### src/rtl/dmem_port_arbiter_if.sv
// Bus bundle for the two-requester data-memory arbiter: two word request/response
// ports plus the byte-wide memory side.
interface dmem_port_arbiter_if #(
  parameter int ADDR_W = 8
);
  logic              req0_valid;
  logic              req0_we;
  logic [31:0]       req0_addr;
  logic [31:0]       req0_wdata;
  logic              req0_ready;
  logic              rsp0_valid;
  logic [31:0]       rsp0_rdata;

  logic              req1_valid;
  logic              req1_we;
  logic [31:0]       req1_addr;
  logic [31:0]       req1_wdata;
  logic              req1_ready;
  logic              rsp1_valid;
  logic [31:0]       rsp1_rdata;

  logic              mem_en;
  logic              mem_we;
  logic [ADDR_W-1:0] mem_addr;
  logic [7:0]        mem_wdata;
  logic [7:0]        mem_rdata;
  logic              busy;

  modport slave (
    input  req0_valid, req0_we, req0_addr, req0_wdata,
    output req0_ready, rsp0_valid, rsp0_rdata,
    input  req1_valid, req1_we, req1_addr, req1_wdata,
    output req1_ready, rsp1_valid, rsp1_rdata,
    output mem_en, mem_we, mem_addr, mem_wdata,
    input  mem_rdata,
    output busy
  );

  modport master (
    output req0_valid, req0_we, req0_addr, req0_wdata,
    input  req0_ready, rsp0_valid, rsp0_rdata,
    output req1_valid, req1_we, req1_addr, req1_wdata,
    input  req1_ready, rsp1_valid, rsp1_rdata,
    input  mem_en, mem_we, mem_addr, mem_wdata,
    output mem_rdata,
    input  busy
  );
endinterface

### src/rtl/dmem_port_arbiter.sv
// Two-port word arbiter in front of a byte-wide big-endian data memory: grants one
// request, runs four byte beats, assembles load data and pulses a response.
module dmem_port_arbiter #(
  parameter int ADDR_W = 8,
  parameter bit RR_EN  = 1'b1
) (
  input  logic               clk,
  input  logic               reset,
  dmem_port_arbiter_if.slave bus
);
  localparam logic [2:0] IDLE  = 3'd0;
  localparam logic [2:0] WRITE = 3'd1;
  localparam logic [2:0] READ  = 3'd2;
  localparam logic [2:0] DRAIN = 3'd3;
  localparam logic [2:0] RESP  = 3'd4;

  logic [2:0]        state;
  logic [1:0]        beat;
  logic              lat_we;
  logic              lat_port;
  logic              last_grant;
  logic [ADDR_W-1:0] lat_base;
  logic [31:0]       lat_wdata;
  logic [23:0]       rd_acc;
  logic [31:0]       rsp0_rdata_q;
  logic [31:0]       rsp1_rdata_q;

  logic              grant;
  logic              accept;
  logic              sel_we;
  logic [ADDR_W-1:0] sel_base;
  logic [31:0]       sel_wdata;
  logic              in_beat;
  logic [7:0]        beat_byte;

  // On a tie the round-robin pointer favours the port that did not win last time.
  always_comb begin
    grant = 1'b0;
    if (bus.req0_valid && bus.req1_valid)
      grant = RR_EN ? ~last_grant : 1'b0;
    else if (bus.req1_valid)
      grant = 1'b1;
  end

  assign accept    = (state == IDLE) && !reset && (bus.req0_valid || bus.req1_valid);
  assign sel_we    = grant ? bus.req1_we : bus.req0_we;
  assign sel_wdata = grant ? bus.req1_wdata : bus.req0_wdata;
  assign sel_base  = grant ? {bus.req1_addr[ADDR_W-3:0], 2'b00}
                           : {bus.req0_addr[ADDR_W-3:0], 2'b00};

  assign bus.req0_ready = accept && !grant;
  assign bus.req1_ready = accept && grant;

  always_comb begin
    beat_byte = 8'h00;
    case (beat)
      2'd0: beat_byte = lat_wdata[31:24];
      2'd1: beat_byte = lat_wdata[23:16];
      2'd2: beat_byte = lat_wdata[15:8];
      2'd3: beat_byte = lat_wdata[7:0];
      default: beat_byte = 8'h00;
    endcase
  end

  assign in_beat       = ((state == WRITE) || (state == READ)) && !reset;
  assign bus.mem_en    = in_beat;
  assign bus.mem_we    = in_beat && (state == WRITE);
  assign bus.mem_addr  = in_beat ? (lat_base + ADDR_W'(beat)) : '0;
  assign bus.mem_wdata = (in_beat && (state == WRITE)) ? beat_byte : 8'h00;

  assign bus.busy       = (state != IDLE) && !reset;
  assign bus.rsp0_valid = (state == RESP) && !lat_port && !reset;
  assign bus.rsp1_valid = (state == RESP) && lat_port && !reset;
  assign bus.rsp0_rdata = rsp0_rdata_q;
  assign bus.rsp1_rdata = rsp1_rdata_q;

  // Read bytes arrive one cycle behind their beat, so byte k is shifted in while
  // beat k+1 is on the bus and the last one lands during DRAIN.
  always_ff @(posedge clk) begin
    if (reset) begin
      state        <= IDLE;
      beat         <= 2'd0;
      lat_we       <= 1'b0;
      lat_port     <= 1'b0;
      last_grant   <= 1'b1;
      lat_base     <= '0;
      lat_wdata    <= 32'h0;
      rd_acc       <= 24'h0;
      rsp0_rdata_q <= 32'h0;
      rsp1_rdata_q <= 32'h0;
    end else begin
      case (state)
        IDLE: begin
          if (accept) begin
            lat_we     <= sel_we;
            lat_port   <= grant;
            last_grant <= grant;
            lat_base   <= sel_base;
            lat_wdata  <= sel_wdata;
            beat       <= 2'd0;
            state      <= sel_we ? WRITE : READ;
          end
        end
        WRITE: begin
          beat <= beat + 2'd1;
          if (beat == 2'd3) begin
            state <= RESP;
            if (lat_port) rsp1_rdata_q <= 32'h0;
            else          rsp0_rdata_q <= 32'h0;
          end
        end
        READ: begin
          beat <= beat + 2'd1;
          if (beat != 2'd0) rd_acc <= {rd_acc[15:0], bus.mem_rdata};
          if (beat == 2'd3) state <= DRAIN;
        end
        DRAIN: begin
          if (lat_port) rsp1_rdata_q <= {rd_acc, bus.mem_rdata};
          else          rsp0_rdata_q <= {rd_acc, bus.mem_rdata};
          state <= RESP;
        end
        RESP: begin
          state <= IDLE;
        end
        default: begin
          state <= IDLE;
        end
      endcase
    end
  end
endmodule

### src/flat_wrapper.sv
// flat-port wrapper written by rule: the top's interface ports become plain ports
module dmem_port_arbiter_flat 
#(
  parameter int ADDR_W = 8,
  parameter bit RR_EN  = 1'b1
)
  (clk, reset, bus_req0_valid, bus_req0_we, bus_req0_addr, bus_req0_wdata, bus_req0_ready, bus_rsp0_valid, bus_rsp0_rdata, bus_req1_valid, bus_req1_we, bus_req1_addr, bus_req1_wdata, bus_req1_ready, bus_rsp1_valid, bus_rsp1_rdata, bus_mem_en, bus_mem_we, bus_mem_addr, bus_mem_wdata, bus_mem_rdata, bus_busy);
  dmem_port_arbiter_if #(.ADDR_W(ADDR_W)) bus_i ();
  input  logic clk;
  input  logic reset;
  input wire logic [$bits(bus_i.req0_valid)-1:0] bus_req0_valid;
  input wire logic [$bits(bus_i.req0_we)-1:0] bus_req0_we;
  input wire logic [$bits(bus_i.req0_addr)-1:0] bus_req0_addr;
  input wire logic [$bits(bus_i.req0_wdata)-1:0] bus_req0_wdata;
  output wire logic [$bits(bus_i.req0_ready)-1:0] bus_req0_ready;
  output wire logic [$bits(bus_i.rsp0_valid)-1:0] bus_rsp0_valid;
  output wire logic [$bits(bus_i.rsp0_rdata)-1:0] bus_rsp0_rdata;
  input wire logic [$bits(bus_i.req1_valid)-1:0] bus_req1_valid;
  input wire logic [$bits(bus_i.req1_we)-1:0] bus_req1_we;
  input wire logic [$bits(bus_i.req1_addr)-1:0] bus_req1_addr;
  input wire logic [$bits(bus_i.req1_wdata)-1:0] bus_req1_wdata;
  output wire logic [$bits(bus_i.req1_ready)-1:0] bus_req1_ready;
  output wire logic [$bits(bus_i.rsp1_valid)-1:0] bus_rsp1_valid;
  output wire logic [$bits(bus_i.rsp1_rdata)-1:0] bus_rsp1_rdata;
  output wire logic [$bits(bus_i.mem_en)-1:0] bus_mem_en;
  output wire logic [$bits(bus_i.mem_we)-1:0] bus_mem_we;
  output wire logic [$bits(bus_i.mem_addr)-1:0] bus_mem_addr;
  output wire logic [$bits(bus_i.mem_wdata)-1:0] bus_mem_wdata;
  input wire logic [$bits(bus_i.mem_rdata)-1:0] bus_mem_rdata;
  output wire logic [$bits(bus_i.busy)-1:0] bus_busy;
  assign bus_i.req0_valid = bus_req0_valid;
  assign bus_i.req0_we = bus_req0_we;
  assign bus_i.req0_addr = bus_req0_addr;
  assign bus_i.req0_wdata = bus_req0_wdata;
  assign bus_req0_ready = bus_i.req0_ready;
  assign bus_rsp0_valid = bus_i.rsp0_valid;
  assign bus_rsp0_rdata = bus_i.rsp0_rdata;
  assign bus_i.req1_valid = bus_req1_valid;
  assign bus_i.req1_we = bus_req1_we;
  assign bus_i.req1_addr = bus_req1_addr;
  assign bus_i.req1_wdata = bus_req1_wdata;
  assign bus_req1_ready = bus_i.req1_ready;
  assign bus_rsp1_valid = bus_i.rsp1_valid;
  assign bus_rsp1_rdata = bus_i.rsp1_rdata;
  assign bus_mem_en = bus_i.mem_en;
  assign bus_mem_we = bus_i.mem_we;
  assign bus_mem_addr = bus_i.mem_addr;
  assign bus_mem_wdata = bus_i.mem_wdata;
  assign bus_i.mem_rdata = bus_mem_rdata;
  assign bus_busy = bus_i.busy;
  dmem_port_arbiter #(.ADDR_W(ADDR_W), .RR_EN(RR_EN)) u_core (.clk(clk), .reset(reset), .bus(bus_i));
endmodule
### config.mk
export PLATFORM = sky130hd
export DESIGN_NAME = dmem_port_arbiter_flat
export DESIGN_NICKNAME = d
export VERILOG_FILES = /design/src/rtl/dmem_port_arbiter_if.sv /design/src/rtl/dmem_port_arbiter.sv /design/src/flat_wrapper.sv
export SDC_FILE = /design/constraint.sdc
export NUM_CORES = 1
export LEC_CHECK = 0
export CORE_MARGIN = 1.5
export CORE_UTILIZATION = 48
export DETAILED_ROUTE_END_ITERATION = 8
export GPL_TIMING_DRIVEN = 0
export MAX_ROUTING_LAYER = met4
export PLACE_DENSITY = 0.87
export SLEW_MARGIN = 10
export SYNTH_ARGS = -nofsm -noshare
export SYNTH_HDL_FRONTEND = slang
export SYNTH_SLANG_ARGS = --single-unit
### constraint.sdc
create_clock -name clk -period 4.6 [get_ports clk]
set_clock_uncertainty 0.2 [all_clocks]
set_input_delay 0.46 -clock clk [delete_from_list [all_inputs] [get_ports clk]]
set_output_delay 0.46 -clock clk [all_outputs]
set_load 0.01 [all_outputs]
==> impl_metrics.csv <==
group,metric,value,unit
clock_tree,clk_latency,420,ps
route,first_pass_iters,5,
sta,rsz0062_at_grt,"false",
setup_path,r2r_end,"u_core.rd_acc[23]",
setup_path,rr_startpoint,"u_core.beat[0]",
power,power_leakage,2.75,nW
clock_tree,holdBufCountCts,0,
clock_tree,clock-sinks,133,
clock_tree,clock_path_buffers,2,
layout,multiInputGateArea,2800,um^2
layout,fill_cells,881,
synthesis,ys_warn_count,0,
clock_tree,clkTransAtPathRegs,50,ps
synthesis,syn_nets,822,
sta,hold_viol,0,
synthesis,synth_seq_area_share,44.6,%
layout,regArea,2660,um^2
global_routing,grt_use_total,29.5,%
setup_path,r2r_cells,7,
floorplan,die_area,13100,um^2
global_routing,grt_pass1_wl,29.7,mm
synthesis,synth_cell_types,39,
sta,finalSetupTns,0,ps
layout,area_growth,42.8,%
power,irDropWorstVdd,0.196,mV
sta,min_period,3440,ps
synthesis,ys_ff_latch,133,
setup_path,start_kind,"input pin",
clock_tree,post-cts-setup-buffer-count,0,
synthesis,netlist_area,5970,um^2
sta,maxSlewViolCount,0,
min_path,min_from,"u_core.bus.rsp0_rdata[28]",
sta,worst_pin_slew,771,ps
global_routing,grt_max_degree,17,
power,p_per_area,371,nW/um^2
setup_path,endpoint_kind,"output pin",
clock_tree,post_cts_resized,0,
route,vias_per_cell,5.90,
clock_tree,cts_tree,"yes",
global_routing,grt_overflow_total,0,
synthesis,synth_edf_count,0,
clock_tree,root_buffer,"clkbuf_16",
sta,fmax,0.290,GHz
route,drc,0,
placed_design,place_inst,1019,
sta,setup_viol,0,
synthesis,syn_inst,675,
placed_design,gpl.final_weighted_congestion,0.872,
placed_design,port_buffers,176,
run,cap_violations,0,
floorplan,core.rowCount,40,
min_path,min_path_cells,2,
route,drtAntennaViolNets,0,
floorplan,coreArea,12100,um^2
clock_tree,htree_levels,4,
synthesis,syn_avg_cell_area,8.84,um^2
global_routing,antenna_found_initial,0,
global_routing,grt_pass1_vias,5970,
sta,fin_crit_sh,74.9,%
floorplan,die_y,114,um
min_path,worstHoldEndpoint,"u_core.bus.rsp0_rdata[28]",
floorplan,ios,229,
clock_tree,cts_made_buffers,17,
placed_design,dpl.hpwl,13.1,mm
route,totalWireLength,18.8,mm
sta,relSlewSlack,48.6,%
setup_path,critPathKind,"in -> out",
route,vias,6197,
floorplan,start_util,49.5,%
setup_path,arrival,2780,ps
setup_path,r2r_setup_slack,2320,ps
synthesis,synthArstFlopShare,0,%
synthesis,synth-main-ff-cell,"dfxtp_1",
route,routedWlPerCell,17.9,um
sta,worst_hold_slack,263,ps
layout,fin_nets,1017,
route,drtIter0Drc,630,
layout,drive_gt1_share,10.6,%
setup_path,cp_max_fo,10,
floorplan,die_w,114,um
setup_path,critPathRequiredTime,3940,ps
min_path,hp-class,"reg -> reg",
layout,stdcell_count,1051,
layout,antenna_cells,0,
status,status,"finished, final reports clean",
[cell families (layout without fill, tap and decap cells)]
kind of cell / Yosys count / count (layout) / synth area share (%)
compound gates: 256 / 256 / 33.6
simple gates: 154 / 154 / 12.0
flops: 133 / 133 / 44.6
buf+inv: 125 / 333 / 8.45
fa+ha+maj: 5 / 5 / 1.05
xor+xnor: 1 / 1 / 0.147
mux: 1 / 1 / 0.168
[per-stage QoR]
step           setup slack (ps)  instance area, um^2  total power, mW  util, %
6_report                   1160                 8520             3.16     70.6
3_5_place_dp               1230                 7940             1.83     65.8
5_1_grt                    1100                 8520             3.27     70.6
4_1_cts                    1210                 8520             3.15     70.6
3_3_place_gp               1280                 7940             1.82     65.8
2_1_floorplan              2530                 5970             1.61        -
[power by group]
part | internal, mW | switching (mW)
clock | 0.802 | 0.532
sequential | 1.21 | 0.0342
combinational | 0.234 | 0.350
total | 2.24 | 0.917
[layout by cell type, fill, tap and decap left out, drive strengths merged, types with 2 or more instances in the layout]
cell type      count
clkdlybuf4s50    176
o31ai             66
inv               47
a21oi             90
a211oi             8
a221oi            38
clkinvlp           2
nor2b             11
or3                2
nor3               5
o32ai             40
dfxtp            133
or4                2
buf               36
a222oi             8
nor2               5
clkbuf            63
clkinv             7
bufinv             2
o21ai              2
ha                 5
nor4               9
or4b               2
nand2            113
[state kept, by name, indices dropped and copies added, names as in the netlist]
| register | cells |
|---|---|
| u_core.lat_port | 1 |
| u_core.rd_acc | 24 |
| u_core.state | 3 |
| u_core.lat_base | 6 |
| u_core.last_grant | 1 |
| u_core.bus.rsp0_rdata | 32 |
| u_core.bus.rsp1_rdata | 32 |
| u_core.beat | 2 |
| u_core.lat_wdata | 32 |
[layer usage]
| metal | part of all wire (%) | vias up | GRT usage [%] |
|---|---|---|---|
| met3 | 8.0 | 50 | 5.08 |
| met1 | 41 | 2921 | 35.8 |
| met4 | 3.0 | 0 | 11.4 |
| met5 | 0 | - | - |
| met2 | 49 | 331 | 48.9 |
| li1 | - | 2895 | - |
[area by class of cell]
class / instances / area share [%]
tap: 168 / 2.47
clock inverter: 14 / 1.78
clock buffer: 18 / 5.04
sequential: 133 / 31.3
inverter: 44 / 1.94
buffer: 81 / 3.98
multi-input combinational: 417 / 32.9
timing repair buffer: 176 / 20.7
[cells in the mapped netlist (2+ instances only)]
library cell  instances  area (um^2)
a211oi_1              8         60.1
a21oi_1              90          450
a221oi_1              7         61.3
a221oi_2             31          465
a222oi_1              8         80.1
buf_1                10         37.5
buf_2                25          125
clkbuf_1             45          169
dfxtp_1             133         2660
ha_1                  5         62.6
inv_1                43          161
nand2_1             113          424
nor2_1                5         18.8
nor2b_1              11         68.8
nor3_1                5         25.0
nor4_1                8         50.1
o31ai_1              66          495
o32ai_1              40          350
or4b_1                2         20.0
[worst max-delay path by stage]
stage	cells after the start	from	end	slack, ps
global route	5	reset	bus_mem_en	1100
detailed placement	5	reset	bus_mem_en	1230
floorplan	5	u_core.state[0]	bus_mem_wdata[0]	2530
finish	5	reset	bus_mem_en	1160
global placement	5	reset	bus_mem_en	1280
CTS	5	reset	bus_mem_en	1210
[worst max-delay path, stage by stage]
cell	delay, ps
clkdlybuf4s50_1	580
clkbuf_1	420
clkbuf_1	640
nor3_1	130
clkdlybuf4s50_1	540
Power figures use the tool's default switching activity.
